**config.mk**
```make
export PLATFORM = sky130hd
export DESIGN_NAME = screen_select_ctl
export DESIGN_NICKNAME = d
export VERILOG_FILES = /design/src/rtl/screen_select_ctl.sv
export SDC_FILE = /design/constraint.sdc
export NUM_CORES = 1
export LEC_CHECK = 0
export CAP_MARGIN = 15
export CORE_UTILIZATION = 34
export DETAILED_ROUTE_END_ITERATION = 8
export MAX_ROUTING_LAYER = met4
export PLACE_DENSITY = 0.82
export SETUP_SLACK_MARGIN = 0.2
export SLEW_MARGIN = 20
export SYNTH_ARGS = -nofsm -noshare
export SYNTH_HDL_FRONTEND = slang
export SYNTH_SLANG_ARGS = --single-unit
```
**constraint.sdc**
```tcl
create_clock -name clk -period 2.38 [get_ports clk]
set_input_delay 0.476 -clock clk [delete_from_list [all_inputs] [get_ports clk]]
set_output_delay 0.476 -clock clk [all_outputs]
set_load 0.005 [all_outputs]
```
**src/rtl/screen_select_ctl.sv**
```systemverilog
// rtl/screen_select_ctl.sv - frame-synchronous screen/mode selector with menu hit-testing
//
// Picks one of N_SCREENS pre-timed video sources (source 0 is the menu) and
// drives registered VGA outputs from it. Clicking a menu button arms a screen
// change that commits only on the next vsync rising edge. The last button
// cycles the difficulty level. The return button goes back to the menu.
//
// Ports:
//   clk, rst            pixel clock, synchronous active-low reset
//   vsync_in            raw frame vsync, used only for frame-boundary detect
//   xpos, ypos          mouse position
//   mouse_left, button  level inputs; rising edges are used
//   src_vsync/hsync/rgb per-source video; source k occupies bit k / rgb[12k+11:12k]
//   screen, difficulty  committed screen index and current difficulty level
//   vsync_out, hsync_out, rgb_out  registered video from the selected source
//
// Build option: SCREEN_SWITCH_BLANK_EN forces rgb_out to 0 for one full frame
// after any commit that changes the screen.

module screen_select_ctl #(
  parameter int N_SCREENS   = 3,
  parameter int DIFF_LEVELS = 2,
  parameter int BTN_X0      = 362,
  parameter int BTN_W       = 313,
  parameter int BTN_Y0      = 46,
  parameter int BTN_H       = 101,
  parameter int BTN_PITCH   = 288
) (
  input  logic                    clk,
  input  logic                    rst,
  input  logic                    vsync_in,
  input  logic [11:0]             xpos,
  input  logic [11:0]             ypos,
  input  logic                    mouse_left,
  input  logic                    button,
  input  logic [N_SCREENS-1:0]    src_vsync,
  input  logic [N_SCREENS-1:0]    src_hsync,
  input  logic [12*N_SCREENS-1:0] src_rgb,
  output logic [2:0]              screen,
  output logic [2:0]              difficulty,
  output logic                    vsync_out,
  output logic                    hsync_out,
  output logic [11:0]             rgb_out
);

  localparam logic [1:0] S_MENU   = 2'd0;
  localparam logic [1:0] S_PEND   = 2'd1;
  localparam logic [1:0] S_SCREEN = 2'd2;

  logic [1:0]  state, state_n;
  logic [2:0]  target, target_n;
  logic [2:0]  screen_n;
  logic [2:0]  diff_n;
  logic [2:0]  commit_tgt;
  logic        mouse_left_q, button_q, vsync_q;
  logic        click, ret, frame;
  logic        x_hit, hit;
  logic [2:0]  hit_idx;
  logic [15:0] x_ext, y_ext;
  logic        sel_vsync, sel_hsync;
  logic [11:0] sel_rgb;
`ifdef SCREEN_SWITCH_BLANK_EN
  logic        blank_q, blank_n;
`endif

  // Single-cycle pulses from the current sample against last cycle's sample.
  assign click = mouse_left & ~mouse_left_q;
  assign ret   = button & ~button_q;
  assign frame = vsync_in & ~vsync_q;

  // Widened so that button edge arithmetic cannot wrap.
  assign x_ext = {4'b0, xpos};
  assign y_ext = {4'b0, ypos};
  assign x_hit = (x_ext >= 16'(BTN_X0)) && (x_ext <= 16'(BTN_X0 + BTN_W - 1));

  // Buttons never overlap, so at most one index matches.
  always_comb begin
    hit     = 1'b0;
    hit_idx = 3'd0;
    for (int k = 0; k < N_SCREENS; k++) begin
      if (x_hit &&
          (y_ext >= 16'(BTN_Y0 + k * BTN_PITCH)) &&
          (y_ext <= 16'(BTN_Y0 + k * BTN_PITCH + BTN_H - 1))) begin
        hit     = 1'b1;
        hit_idx = 3'(k);
      end
    end
  end

  // State register, edge-detect history and registered video outputs.
  always_ff @(posedge clk) begin
    if (!rst) begin
      state        <= S_MENU;
      target       <= 3'd0;
      screen       <= 3'd0;
      difficulty   <= 3'd0;
      mouse_left_q <= 1'b0;
      button_q     <= 1'b0;
      vsync_q      <= 1'b0;
      vsync_out    <= 1'b0;
      hsync_out    <= 1'b0;
      rgb_out      <= 12'd0;
`ifdef SCREEN_SWITCH_BLANK_EN
      blank_q      <= 1'b0;
`endif
    end else begin
      state        <= state_n;
      target       <= target_n;
      screen       <= screen_n;
      difficulty   <= diff_n;
      mouse_left_q <= mouse_left;
      button_q     <= button;
      vsync_q      <= vsync_in;
      vsync_out    <= sel_vsync;
      hsync_out    <= sel_hsync;
      rgb_out      <= sel_rgb;
`ifdef SCREEN_SWITCH_BLANK_EN
      blank_q      <= blank_n;
`endif
    end
  end

  // Next-state logic.
  always_comb begin
    state_n    = state;
    target_n   = target;
    screen_n   = screen;
    diff_n     = difficulty;
    // A return in the commit cycle wins: the cancelled target is never shown.
    commit_tgt = ret ? 3'd0 : target;
    case (state)
      S_MENU: begin
        if (click && hit) begin
          if (hit_idx == 3'(N_SCREENS - 1)) begin
            diff_n = (difficulty == 3'(DIFF_LEVELS - 1)) ? 3'd0 : difficulty + 3'd1;
          end else begin
            target_n = hit_idx + 3'd1;
            state_n  = S_PEND;
          end
        end
      end
      S_PEND: begin
        if (ret) target_n = 3'd0;
        if (frame) begin
          screen_n = commit_tgt;
          state_n  = (commit_tgt != 3'd0) ? S_SCREEN : S_MENU;
        end
      end
      S_SCREEN: begin
        if (ret) begin
          target_n = 3'd0;
          state_n  = S_PEND;
        end
      end
      default: state_n = S_MENU;
    endcase
  end

`ifdef SCREEN_SWITCH_BLANK_EN
  // Blank from a screen-changing commit until the following frame pulse.
  always_comb begin
    blank_n = blank_q;
    if (frame) blank_n = 1'b0;
    if (state == S_PEND && frame && commit_tgt != screen) blank_n = 1'b1;
  end
`endif

  // Output selection; an out-of-range screen index falls back to source 0.
  always_comb begin
    sel_vsync = src_vsync[0];
    sel_hsync = src_hsync[0];
    sel_rgb   = src_rgb[11:0];
    for (int k = 1; k < N_SCREENS; k++) begin
      if (screen == 3'(k)) begin
        sel_vsync = src_vsync[k];
        sel_hsync = src_hsync[k];
        sel_rgb   = src_rgb[12*k +: 12];
      end
    end
`ifdef SCREEN_SWITCH_BLANK_EN
    if (blank_q) sel_rgb = 12'd0;
`endif
  end

endmodule

```
==> impl_metrics.csv <==
group,metric,value,unit
placed_design,place.gp.congestion,0.7813,
floorplanning,die_y,69.69,µm
setup_path,cp.arrival,2.34,ns
floorplanning,die_w,69.69,µm
setup_path,path_class,"in -> reg",
cts,cts_tree,"done",
floorplanning,start_util,35.53,%
yosys,yosysSeqAreaShare,35.98,%
setup_path,worstPathMaxFanout,2,
cts,cts.root.buffer_cell,"clkbuf_8",
routing,drtIter0Drc,53,
cts,htreeDepth,1,
cells_and_area,diodes,0,
cts,clk_pin_slew_worst_paths,0.09,ns
yosys,postSynthAreaPerCell,8.851,µm²
timing,tightest_slew,0.5191,ns
placed_design,place_ws,-0.4203,ns
timing,setup_ws,0.2443,ns
yosys,synth-seq-cells,28,
setup_path,start_kind,"input pin",
timing,setup_viol,0,
power_and_ir_drop,pwr-share-comb,27.0,%
power_and_ir_drop,seqPwrFrac,46.0,%
setup_path,r2r_slack,0.63,ns
cts,cts_hold_buf,0,
routing,wl_per_cell,12.28,µm
run_status,status,"finished clean",
global_routing,grt-ovfl-total,0,
power_and_ir_drop,powerDensity,381.4,nW/µm²
cts,cts_buffers,3,
timing,drv_slew,0,
power_and_ir_drop,netSwitchingPower,249.4,µW
routing,drcViolationCount,0,
cts,cts_buffer_depth,2,
timing,period_minus_slack,2.136,ns
routing,antenna_left,0,
power_and_ir_drop,ir_drop,0.0002553,V
cells_and_area,layout-drive-gt1-share,16.38,%
yosys,synth_nets,251,
floorplanning,num_io_pins,91,
routing,routed_via_density,4.923,
global_routing,grt_max_degree,29,
cells_and_area,nNetsFinal,363,
cells_and_area,post-route-cell-area,2809,µm²
setup_path,r2r-end,"difficulty[2]",
cells_and_area,areaGrowthSynthToFinish,80.32,%
placed_design,portBuffers,90,
power_and_ir_drop,clock_power_share,27.1,%
cts,clk_latency,0.27,ns
worst_hold_path,hp-start,"target[2]",
cts,cts.sinks,28,
routing,totalWireLength,4.163,mm
power_and_ir_drop,intPower,821.9,µW
yosys,yosysTopAreaCellShare,35.98,%
power_and_ir_drop,swShare,23.28,%
cells_and_area,area.sequential,560.5,µm²
flow_run,drv_cap,0,
floorplanning,fp-row-count,24,
timing,rsz0062_at_grt,"true",
yosys,yosys_warnings,0,
timing,finClkSkew,0.002965,ns
routing,route.vias.total,1669,
global_routing,track_usage,18.45,%
yosys,syn_inst,176,
worst_hold_path,min-delay-path-class,"reg -> reg",
yosys,synth_cell_type_count,41,
yosys,async_flop_share,0,%
yosys,synthTopCellsByArea,"dfxtp_1 (36%), mux2i_1 (10%), o211a_1 (9.0%), nand2_1 (5.8%), ha_1 (3.2%)",
timing,fin_setup_tns,0,ns
timing,fin_hold_ws,0.4640,ns
routing,dr.pass1.iters,4,
setup_path,crit_required,2.59,ns
cells_and_area,nFillCells,375,
power_and_ir_drop,p_leak,1.245,nW
timing,slew_headroom,65.40,%
floorplanning,core_area,4384,µm²
global_routing,antenna_found_initial,0,
floorplanning,die-area,4856,µm²
timing,hold_viol,0,
setup_path,r2r-start,"state[0]",
yosys,yosysTopAreaCell,"dfxtp_1",
timing,max_freq,468.2,MHz
cells_and_area,multi_input_area,1003,µm²
worst_hold_path,min_path_cells,2,
setup_path,endpoint_kind,"flop",
global_routing,grt_pass1_vias,1723,
yosys,synth_edf_count,0,
worst_hold_path,hold_path_end,"target[2]",
placed_design,place_area,2666,µm²
yosys,ys.flop_type,"dfxtp_1",
yosys,syn_area,1558,µm²
timing,post-route-period-util,89.73,%
power_and_ir_drop,total_power,1.071,mW
global_routing,grt_pass1_wl,7.134,mm
setup_path,reg2regPathDepth,7,
placed_design,hpwlAfterDp,3.309,mm
[metal layers]
| metal | wire (µm) | global-route usage (%) | part of all wire (%) |
|---|---|---|---|
| met1 | 1693 | 18.64 | 41 |
| met2 | 2031 | 33.12 | 49 |
| met3 | 366 | 5.814 | 8.8 |
| met4 | 72 | 7.111 | 1.7 |
| met5 | 0 | - | 0 |
[power groups by stage]
stage | clock [mW] | combinational (mW) | sequential (mW)
floorplan | 0 | 0.0875 | 0.505
global placement | 0 | 0.275 | 0.503
detailed placement | 0 | 0.281 | 0.503
CTS | 0.304 | 0.288 | 0.493
global route | 0.327 | 0.314 | 0.495
finish | 0.290 | 0.289 | 0.492
[through the flow]
step                      std cells  utilization, %
final                           339           64.07
after global routing            339           64.07
after CTS                       338           62.84
after detailed placement        333           60.82
after global placement          333           60.82
after floorplan                 176               -
[timing repair]
item / in CTS / in global routing
cloned: 0 / 0
resized for setup: 23 / 16
setup endpoints to repair: 8 / 5
setup buffers: 1 / 1
pin swaps: 5 / 10
[worst max-delay path by stage]
stage	from	end	slack, ns	cells past startpoint
finish	xpos[0]	state[0]	0.24	7
global placement	xpos[2]	state[0]	-0.37	7
global route	xpos[0]	state[0]	0.14	7
floorplan	xpos[2]	state[0]	0.04	6
CTS	xpos[0]	state[0]	0.16	7
detailed placement	xpos[2]	state[0]	-0.42	7
[critical path, stage by stage]
cell	delay (ns)
buf_6	0.09
or4b_1	0.49
or4_1	0.42
o211ai_2	0.10
o211ai_2	0.12
a222oi_1	0.44
mux2i_1	0.22
[cell usage after synthesis (2+ instances only)]
| cell type | instances |
|---|---|
| or3_1 | 2 |
| and2_1 | 5 |
| mux2i_1 | 16 |
| o22ai_1 | 2 |
| o211ai_2 | 2 |
| nand3b_1 | 2 |
| nand3_1 | 6 |
| nand4_1 | 2 |
| nor2b_1 | 5 |
| o21ai_0 | 5 |
| o211a_1 | 14 |
| a21boi_0 | 3 |
| xnor2_1 | 2 |
| nand2b_1 | 4 |
| ha_1 | 4 |
| o21bai_1 | 2 |
| nand4b_1 | 2 |
| nor2_1 | 6 |
| dfxtp_1 | 28 |
| nor3_1 | 3 |
| a211oi_1 | 3 |
| a21oi_1 | 5 |
| clkbuf_1 | 6 |
| inv_1 | 7 |
| nand2_1 | 24 |
[registers in the layout (all words and copies together), names as in the netlist]
name          flops
vsync_q           1
screen            3
target            3
button_q          1
state             2
rgb_out          12
difficulty        3
vsync_out         1
mouse_left_q      1
hsync_out         1
[area by class of cell]
class / count / share of cell area (%)
clock buffer: 4 / 1.960
inverter: 7 / 0.9354
multi-input combinational: 134 / 35.72
sequential: 28 / 19.96
tap: 52 / 2.316
timing repair buffer: 114 / 39.11
[cell families after synthesis]
| family | Yosys count | synth area share (%) |
|---|---|---|
| and+or+nand+nor | 69 | 23.61 |
| AOI/OAI and AO/OA | 43 | 22.33 |
| adders and majority gates | 4 | 3.213 |
| muxes | 16 | 10.28 |
| buffers and inverters | 14 | 3.454 |
| DFF | 28 | 35.98 |
| xor gates and xnor gates | 2 | 1.125 |
[cell usage in the layout, fill, tap and decap left out, types with 3 or more instances in the layout]
cell,netlist,routed
a21boi_0,3,3
a21oi_1,5,5
and2_1,5,5
buf_4,0,24
clkbuf_8,0,4
clkdlybuf4s50_1,0,73
dfxtp_1,28,28
dlymetal6s2s_1,0,11
ha_1,4,4
inv_1,7,7
mux2i_1,16,16
nand2_1,24,24
nand2b_1,4,3
nand3_1,6,6
nor2_1,6,5
nor2b_1,5,5
nor3_1,3,3
o211a_1,14,14
o21ai_0,5,4
Note: power is estimated with default switching activity, not from simulation.
